--- config.mk ---
export PLATFORM = sky130hd
export DESIGN_NAME = risc_control_unit
export DESIGN_NICKNAME = d
export VERILOG_FILES = /design/src/rtl/risc_control_unit.sv
export SDC_FILE = /design/constraint.sdc
export NUM_CORES = 1
export LEC_CHECK = 0
export CORE_MARGIN = 2
export CORE_UTILIZATION = 33
export CTS_CLUSTER_DIAMETER = 80
export DETAILED_ROUTE_END_ITERATION = 6
export PLACE_DENSITY = 0.75
export SYNTH_ARGS = -nofsm -noshare
export SYNTH_HDL_FRONTEND = slang
export SYNTH_SLANG_ARGS = --single-unit
--- constraint.sdc ---
create_clock -name clk -period 0.9 [get_ports clk]
set_input_delay 0.18 -clock clk [delete_from_list [all_inputs] [get_ports clk]]
set_output_delay 0.18 -clock clk [all_outputs]
set_load 0.1 [all_outputs]
--- src/rtl/risc_control_unit.sv ---
// Registered instruction decoder: opcode/funct -> ALU, memory, write-back and branch controls, one cycle latency.
// Optional CTRL_ILLEGAL_DETECT_EN adds an illegal_op flag for opcodes outside the decode table.
module risc_control_unit (
  input  logic        clk,
  input  logic        rst,
  input  logic [31:0] instruction,
  input  logic        stall,
  input  logic        flush,
  output logic [2:0]  alu_op,
  output logic        mem_read,
  output logic        mem_write,
  output logic        alu_src,
  output logic        mem_to_reg,
  output logic        reg_write,
  output logic        b,
  output logic        br,
  output logic        bz,
  output logic        bnz,
  output logic        bcy,
  output logic        bncy,
  output logic        bs,
  output logic        bns,
  output logic        bv,
  output logic        bnv,
  output logic        Call,
`ifdef CTRL_ILLEGAL_DETECT_EN
  output logic        Ret,
  output logic        illegal_op
`else
  output logic        Ret
`endif
);

  typedef struct packed {
    logic [2:0]  alu_op;
    logic        mem_read;
    logic        mem_write;
    logic        alu_src;
    logic        mem_to_reg;
    logic        reg_write;
    logic [11:0] flow;  // one-hot: bit 0 = b ... bit 11 = Ret, indexed by opcode[3:0]
`ifdef CTRL_ILLEGAL_DETECT_EN
    logic        illegal;
`endif
  } ctrl_t;

  ctrl_t      ctrl_d;
  ctrl_t      ctrl_q;
  logic [5:0] opcode;
  logic [2:0] funct;
  logic       unused_bits;

  assign opcode      = instruction[31:26];
  assign funct       = instruction[2:0];
  assign unused_bits = ^instruction[25:3];

  always_comb begin
    ctrl_d = '0;
    casez (opcode)
      6'h00: begin
        ctrl_d.alu_op    = funct;
        ctrl_d.reg_write = 1'b1;
      end
      6'b001???: begin
        ctrl_d.alu_op    = opcode[2:0];
        ctrl_d.alu_src   = 1'b1;
        ctrl_d.reg_write = 1'b1;
      end
      6'h10: begin
        ctrl_d.alu_src    = 1'b1;
        ctrl_d.mem_read   = 1'b1;
        ctrl_d.mem_to_reg = 1'b1;
        ctrl_d.reg_write  = 1'b1;
      end
      6'h11: begin
        ctrl_d.alu_src   = 1'b1;
        ctrl_d.mem_write = 1'b1;
      end
      6'h20, 6'h21, 6'h22, 6'h23, 6'h24, 6'h25,
      6'h26, 6'h27, 6'h28, 6'h29, 6'h2A, 6'h2B: begin
        ctrl_d.flow[opcode[3:0]] = 1'b1;
      end
      6'h3F: begin
        ctrl_d = '0;
      end
      default: begin
`ifdef CTRL_ILLEGAL_DETECT_EN
        ctrl_d.illegal = 1'b1;
`endif
      end
    endcase
  end

  // Flush beats stall so a cancelled slot never re-issues a held word.
  always_ff @(posedge clk or posedge rst) begin
    if (rst) begin
      ctrl_q <= '0;
    end else if (flush) begin
      ctrl_q <= '0;
    end else if (!stall) begin
      ctrl_q <= ctrl_d;
    end
  end

  assign alu_op     = ctrl_q.alu_op;
  assign mem_read   = ctrl_q.mem_read;
  assign mem_write  = ctrl_q.mem_write;
  assign alu_src    = ctrl_q.alu_src;
  assign mem_to_reg = ctrl_q.mem_to_reg;
  assign reg_write  = ctrl_q.reg_write;
  assign b          = ctrl_q.flow[0];
  assign br         = ctrl_q.flow[1];
  assign bz         = ctrl_q.flow[2];
  assign bnz        = ctrl_q.flow[3];
  assign bcy        = ctrl_q.flow[4];
  assign bncy       = ctrl_q.flow[5];
  assign bs         = ctrl_q.flow[6];
  assign bns        = ctrl_q.flow[7];
  assign bv         = ctrl_q.flow[8];
  assign bnv        = ctrl_q.flow[9];
  assign Call       = ctrl_q.flow[10];
  assign Ret        = ctrl_q.flow[11];
`ifdef CTRL_ILLEGAL_DETECT_EN
  assign illegal_op = ctrl_q.illegal;
`endif

endmodule

==> results of run 1 <==
[worst register-to-register path, delay by kind of cell, from the launching register on]
family / cells / cell delay, ps
AO/OA/AOI/OAI: 1 / 160
buffers and inverters: 1 / 120
flip-flops: 1 / 510
AND/OR/NAND/NOR: 1 / 70
[Yosys cell counts, drive strengths merged]
library cell	instances
and2	1
nor3	1
nor2b	2
nand3b	2
nor3b	1
a22oi	3
o31ai	3
a21oi	2
a32oi	2
dfrtp	19
nor4b	1
a31oi	1
clkbuf	3
nand2b	1
nor4	1
o21ai	13
nor2	4
inv	2
buf	3
or4	1
nand2	20
[worst max-delay path by stage]
stage / slack, ps / startpoint / cells past startpoint / endpoint
CTS: -290 / mem_to_reg / 1 / mem_read
floorplan: -230 / mem_to_reg / 1 / mem_to_reg
detailed placement: -710 / flush / 4 / Ret
finish: -280 / mem_to_reg / 1 / mem_read
global placement: -640 / flush / 4 / bv
global route: -310 / mem_to_reg / 1 / mem_read
[logic make-up (layout without fill, tap and decap cells)]
family | count (synthesis) | in the layout | share of synthesized area, %
AO/OA/AOI/OAI | 24 | 24 | 16.9
flip-flops | 19 | 19 | 55.8
buffers and inverters | 8 | 55 | 4.99
AND/OR/NAND/NOR | 35 | 35 | 22.3
[power by group through the flow]
stage / logic (mW) / clock network (mW) / registers [mW]
after floorplan: 0.103 / 0 / 0.941
after global placement: 0.306 / 0 / 0.889
after detailed placement: 0.312 / 0 / 0.889
after CTS: 0.319 / 0.441 / 0.872
after global routing: 0.350 / 0.494 / 0.873
final: 0.334 / 0.429 / 0.872
[stage by stage]
step	TNS, ps	instance area (um2)	std cells	hold slack (ps)	power [mW]
floorplan	-619	921	86	130	1.04
global placement	-10410	1530	152	511	1.19
detailed placement	-11530	1530	152	510	1.20
CTS	-4370	1590	161	193	1.63
global route	-5010	1600	163	165	1.72
finish	-4270	1600	163	182	1.63
[layout make-up]
cell class | instances | area (um2)
Sequential cell | 19 | 509
Fill cell | 185 | 851
Inverter | 2 | 7.51
Timing Repair Buffer | 49 | 653
Multi-Input combinational cell | 59 | 370
Tap cell | 30 | 37.5
Clock buffer | 4 | 26.3
[metal layers]
layer | routed length (um) | track usage [%]
met5 | 0 | 0
met4 | 57 | 7.92
met3 | 183 | 3.28
met2 | 1270 | 30.4
met1 | 971 | 22.2
[repair_timing]
item	in CTS	in global routing
setup buffers	5	2
pin swaps	7	9
resized for setup	29	12
setup endpoints to repair	39	27
==> impl_metrics.ini, run 1 <==
[yosys]
synthTopCellsByArea = dfrtp_1 (56%), nand2_1 (8.8%), o21ai_0 (5.9%), nor4b_4 (2.8%), a22oi_1 (2.6%)
syn_inst = 86
syn_avg_cell_area_um2 = 9.91
ys_seq_area_share_pct = 55.8
synth.net_count = 122
ys_seq_elements = 19
yosysTopAreaCell = dfrtp_1
ys_types = 23
synth_top_area_share_pct = 55.8
synthesis.area_um2 = 852
yosysWarnings = 0

[route]
viasPerCell = 5.21
wire_per_inst_um = 15.2
drt-total-wl_mm = 2.48
drc = 0
dr.pass1.iters = 4
vias = 849
ant_nets = 0
drt_iter0_drc = 13

[cells_and_area]
utilization_pct = 65.3
area_delta_synth_final_pct = 88.3
layout_common_cells = buf_12 (22), nand2_1 (20), dfrtp_2 (15), buf_4 (13)
diodes = 0
drive_above_1_share_pct = 56.4
final_common_cell = buf_12
largest_reg_flops = 3
fin_nets = 170

[power_and_ir_drop]
p_clk_share_pct = 26.3
p_switching_mw = 0.452
ir_drop_mv = 0.856
power.leakage_nw = 0.648
p_per_area_nw_per_um2 = 1020
switching_share_pct = 27.7
p_comb_share_pct = 20.4
p_int_mw = 1.18
power_frac_seq_pct = 53.3

[critical_path]
critPathLaunchType = flop
critPathCaptureType = primary output
path_buf_inv = 1
reg2reg_depth = 3
crit_type = flop to primary output
worst_ep_required_time_ps = 720
arrival_ps = 1000
rrSetupSlack_ps = -60
slowest_delay_ps = 520
critical-path-top-delay-family = flip-flops
crit_chain = buf_12
timing.rr.end = mem_write
reg2reg_from = mem_write
slowest_stage = dfrtp_4
path_max_fanout = 3

[sta]
rsz0062_at_grt = yes
relSlewSlack_pct = 75.1
max_freq_mhz = 846
skew_ps = 0
fin_crit_sh_pct = 131
period_minus_slack_ps = 1180
worstMarginPinSlew_ps = 372
drv_slew = 0
hold_violations = 0
finalSetupViolations = 24
worst_slack_ps = -282

[grt]
antenna_found_initial = 0
overflow = 0
grt_pass1_vias = 809
grt_usage_pct = 18.0
grt_max_degree = 20
grt_pass1_wl_mm = 3.69

[clocking]
ctsHoldBuffers = 0
cts_tree = built
clk_latency_ps = 290
clk_path_buf_depth = 2
clkSinkCount = 19
root_buffer = clkbuf_4
cts_max_level = 1
path_clk_slew_ps = 100
cts_buffers = 3

[floorplan]
initial_core_util_pct = 34.7
die_h_um = 54.8
core_area_um2 = 2450
num_rows = 18
die-width_um = 54.8
die_area_um2 = 3000
num_io_pins = 56

[placement]
finalWeightedCongestion = 0.901
dpl.hpwl_mm = 1.71
dp_slack_ps = -708
portBuffers = 32

[min_path]
hold_class = input port to flop
min_delay_path_depth = 3
min_to = alu_op[1]
hold_path_startpoint = instruction[30]

[job]
drv_cap = 0

[status]
violations = negative setup slack
outcome = complete, but fails checks
Power figures use the tool's default switching activity.
==> run 2, diff against run 1 <==
REMOVE_ABC_BUFFERS = 1   (was unset)
==> run 2 against run 1 <==
Effect of this change: the flow still finishes with violations (negative setup slack); wire length fell by 11%; combinational power down 11%; power decreased by 2.7%; register-to-register slack gained 150 ps; fmax increased by 5.9%; core utilization down 3.6 points; critical path depth did not move; cell count down 2.5%; clock skew stayed put; first-iteration DRC count rose by 15%; sequential power about the same; non-clock buffer count is 4 lower; critical endpoint unchanged; largest power group unchanged; highest routed layer unchanged.
==> impl_metrics.ini, run 2 (synthesis results as in run 1) <==
[critical_path]
slowest_stage = dfrtp_2
worst_ep_required_time_ps = 720
path_max_fanout = 3
critPathCaptureType = primary output
critical-path-top-delay-family = flip-flops
path_buf_inv = 1
crit_chain = buf_12
slowest_delay_ps = 460
crit_type = flop to primary output
critPathLaunchType = flop
arrival_ps = 940

[route]
ant_nets = 0
dr.pass1.iters = 4
wire_per_inst_um = 13.9
vias = 812
viasPerCell = 5.11
drc = 0
drt_iter0_drc = 15
drt-total-wl_mm = 2.21

[floorplan]
die-width_um = 54.8
die_area_um2 = 3000
num_rows = 18
initial_core_util_pct = 34.7
num_io_pins = 56
core_area_um2 = 2450
die_h_um = 54.8

[placement]
finalWeightedCongestion = 0.792
placed_cells = 151
dpl.hpwl_mm = 1.67
portBuffers = 32
dp_slack_ps = -770

[sta]
skew_ps = 0
worst_slack_ps = -216
worstMarginPinSlew_ps = 375
hold_violations = 0
fin_crit_sh_pct = 124
period_minus_slack_ps = 1120
finalSetupViolations = 20
max_freq_mhz = 896
rsz0062_at_grt = yes
relSlewSlack_pct = 75.0
drv_slew = 0

[clocking]
clk_latency_ps = 290
path_clk_slew_ps = 100
cts_max_level = 1
clk_path_buf_depth = 2
cts_buffers = 3
root_buffer = clkbuf_4
clkSinkCount = 19
cts_tree = built

[grt]
gr-max-usage-layer = met2
grtUsageMet2_pct = 27.8
grt_max_degree = 20
grt_pass1_vias = 860
use_met1_pct = 21.0
grt_usage_pct = 17.0
antenna_found_initial = 0
grt_use_met3_pct = 3.28
grt_pass1_wl_mm = 3.62
overflow = 0

[status]
outcome = complete, but fails checks
violations = negative setup slack

[cells_and_area]
drive_above_1_share_pct = 38.0
diodes = 0
area_delta_synth_final_pct = 78.0
regArea_um2 = 477
fill_cells = 204
fin_nets = 166
multi_input_area_um2 = 358
layout_common_cells = buf_12 (21), nand2_1 (20), dfrtp_1 (18), buf_4 (12), o21ai_1 (7)
largest_reg_flops = 3
layoutNonFillerInstCount = 159
final_common_cell = buf_12

[power_and_ir_drop]
power.leakage_nw = 0.654
ir_drop_mv = 0.922
p_per_area_nw_per_um2 = 1050

[min_path]
hold_class = input port to flop

[job]
drv_cap = 0
## run 2: cell types whose count changed in the layout (fill, tap and decap cells not counted), moves of 2 or more
| cell | before | now |
|---|---|---|
| buf_6 | 4 | 2 |
| dfrtp_1 | 0 | 18 |
| dfrtp_2 | 15 | 1 |
| dfrtp_4 | 4 | 0 |
| dlygate4sd2_1 | 0 | 2 |
## run 2: worst paths after layout
| kind | slack, ps | depth (start not counted) | start | endpoint |
|---|---|---|---|---|
| min in group asynchronous | 190 | 3 | rst | alu_op[1] |
| setup reg to reg | 90 | 2 | alu_src | alu_src |
| setup / recovery | -220 | 1 | mem_to_reg | mem_read |
| hold / removal | 170 | 3 | flush | reg_write |
| max in group asynchronous | 570 | 3 | rst | mem_to_reg |
| hold reg to reg | 560 | 2 | b | b |
## run 2: area by class of cell
type | instances | area share [%]
Timing Repair Buffer | 45 | 40.3
Inverter | 2 | 0.495
Tap cell | 30 | 2.48
Multi-Input combinational cell | 59 | 23.6
Sequential cell | 19 | 31.4
Clock buffer | 4 | 1.73
## run 2: power breakdown
group	internal (mW)	switching (mW)	leakage, nW
Clock	0.173	0.251	0.0150
Sequential	0.861	0.00915	0.263
Combinational	0.125	0.171	0.376
## run 2: metal layers
layer	up-vias	wire length (um)
met3	5	137
met5	-	0
li1	385	-
met2	45	1130
met4	0	48
met1	377	894
## run 2: repair_timing
item | in CTS | in global routing
buffers inserted | 4 | 0
pin swaps | 5 | 4
hold buffers | 0 | 0
endpoints found under the setup margin | 39 | 31
resized for setup | 25 | 14
## run 2: per-stage QoR
| stage | util, % | hold WS (ps) | instance area, um2 | power, mW | TNS [ps] |
|---|---|---|---|---|---|
| floorplan | - | 131 | 817 | 0.999 | -10720 |
| detailed placement | 59.3 | 520 | 1460 | 1.18 | -12010 |
| finish | 61.8 | 172 | 1520 | 1.59 | -3690 |
| global route | 61.8 | 155 | 1520 | 1.66 | -4620 |
| CTS | 60.8 | 194 | 1490 | 1.58 | -3820 |
| global placement | 59.3 | 508 | 1460 | 1.17 | -10650 |
==> run 3, diff against run 2 <==
clock period = 1.4 ns   (was 0.9 ns; I/O delays follow)
==> run 3 against run 2 <==
Effect of this change: the flow now finishes without violations; first-iteration DRC count shrank 13%; largest power group unchanged; count of clock-buffer cells in the layout is the same; critical path type is now input port to flop; final area shrank 1.2%; worst hold slack gained 130 ps.
==> impl_metrics.ini, run 3 (synthesis results as in run 1) <==
[status]
outcome = complete, no violations

[critical_path]
slowest_stage = clkdlybuf4s50_1
reg2reg_depth = 2
crit_chain = clkdlybuf4s50_1, nor4b_4, nand3b_1, o31ai_2
critical-path-top-delay-family = buffers and inverters
crit_type = input port to flop
path_max_fanout = 4
path_buf_inv = 1
arrival_ps = 1510
worst_ep_required_time_ps = 1600
critPathCaptureType = flop
critPathLaunchType = input port
worst-path-stages = 4
slowest_delay_ps = 510

[cells_and_area]
largest_reg_flops = 3
layout_common_cells = nand2_1 (20), buf_12 (20), dfrtp_1 (19), buf_4 (12), o21ai_0 (10)
area_delta_synth_final_pct = 75.8
fin_nets = 165
drive_above_1_share_pct = 31.3
layoutNonFillerInstCount = 158
fin_area_um2 = 1500
utilization_pct = 61.0
diodes = 0

[sta]
period_minus_slack_ps = 1310
max_freq_mhz = 761
relSlewSlack_pct = 75.1
drv_slew = 0
skew_ps = 0
rsz0062_at_grt = no
hold_violations = 0
fin_crit_sh_pct = 93.8
hold_ws_ps = 298
worstMarginPinSlew_ps = 370
finalSetupViolations = 0

[floorplan]
die_h_um = 54.8
die-width_um = 54.8
die_area_um2 = 3000
core_area_um2 = 2450
initial_core_util_pct = 34.7
num_io_pins = 56
num_rows = 18

[grt]
antenna_found_initial = 0
overflow = 0
grt_pass1_wl_mm = 3.66
grt_usage_pct = 17.6
grt_max_degree = 20
grt_pass1_vias = 796

[clocking]
cts_buffers = 3
root_buffer = clkbuf_4
cts_max_level = 1
path_clk_slew_ps = 100
clkSinkCount = 19
clk_path_buf_depth = 2
clk_latency_ps = 280
cts_tree = built

[placement]
placed_cells = 154
placedInstanceArea_um2 = 1470
portBuffers = 32
dpl.hpwl_mm = 1.77
finalWeightedCongestion = 0.724

[power_and_ir_drop]
power.leakage_nw = 0.643
ir_drop_mv = 0.587
power_mw = 1.01
p_per_area_nw_per_um2 = 675

[route]
dr.pass1.iters = 4
viasPerCell = 4.94
drt_iter0_drc = 13
ant_nets = 0
drt-total-wl_mm = 2.19
drc = 0
vias = 781
wire_per_inst_um = 13.8

[job]
drv_cap = 0

[min_path]
hold_class = input port to async pin
-- run 3: repair_timing --
action	CTS	global route
hold buffers	0	0
pin swaps	2	0
setup endpoints to repair	1	1
setup buffers	0	0
gates resized for setup	4	1
-- run 3: layout make-up --
cell class,instances,area (um2)
clock buffer,4,26.3
fill,205,957
inverter,2,7.51
multi-input combinational,59,344
sequential,19,475
tap,30,37.5
timing repair buffer,44,607
-- run 3: worst reg2reg max path, cell delays in order (launching register included) --
cell and delay (ps):
dfrtp_1 440, a22oi_1 180, a21oi_1 100
-- run 3: worst paths after layout --
path                                       from         to  slack (ps)
worst max register to register          alu_src    alu_src         580
worst max-delay path            instruction[31]         bv          90
worst min register to register             Call       Call         540
min in group clk                          flush  mem_write         410
worst min-delay path                        rst  alu_op[1]         300
max in group asynchronous                   rst         bv         900
-- run 3: metrics by stage --
stage,TNS (ps),setup WS [ps]
2_1_floorplan,-1290,-543
3_3_place_gp,-3190,-226
3_5_place_dp,-4690,-380
4_1_cts,0,68.8
5_1_grt,0,7.20
6_report,0,86.4
-- run 3: metal layers --
| layer | vias up | GRT usage (%) | wire length (um) |
|---|---|---|---|
| met5 | - | 0 | 0 |
| met4 | 0 | 7.50 | 13 |
| met2 | 28 | 29.4 | 1150 |
| met1 | 366 | 22.1 | 895 |
| li1 | 385 | - | - |
| met3 | 2 | 3.01 | 127 |
-- run 3: power breakdown --
group          internal [mW]  switching (mW)  leakage, nW
Combinational         0.0825           0.106        0.363
Sequential             0.553         0.00585        0.265
Clock                  0.111           0.152       0.0150
Total                  0.746           0.264        0.643
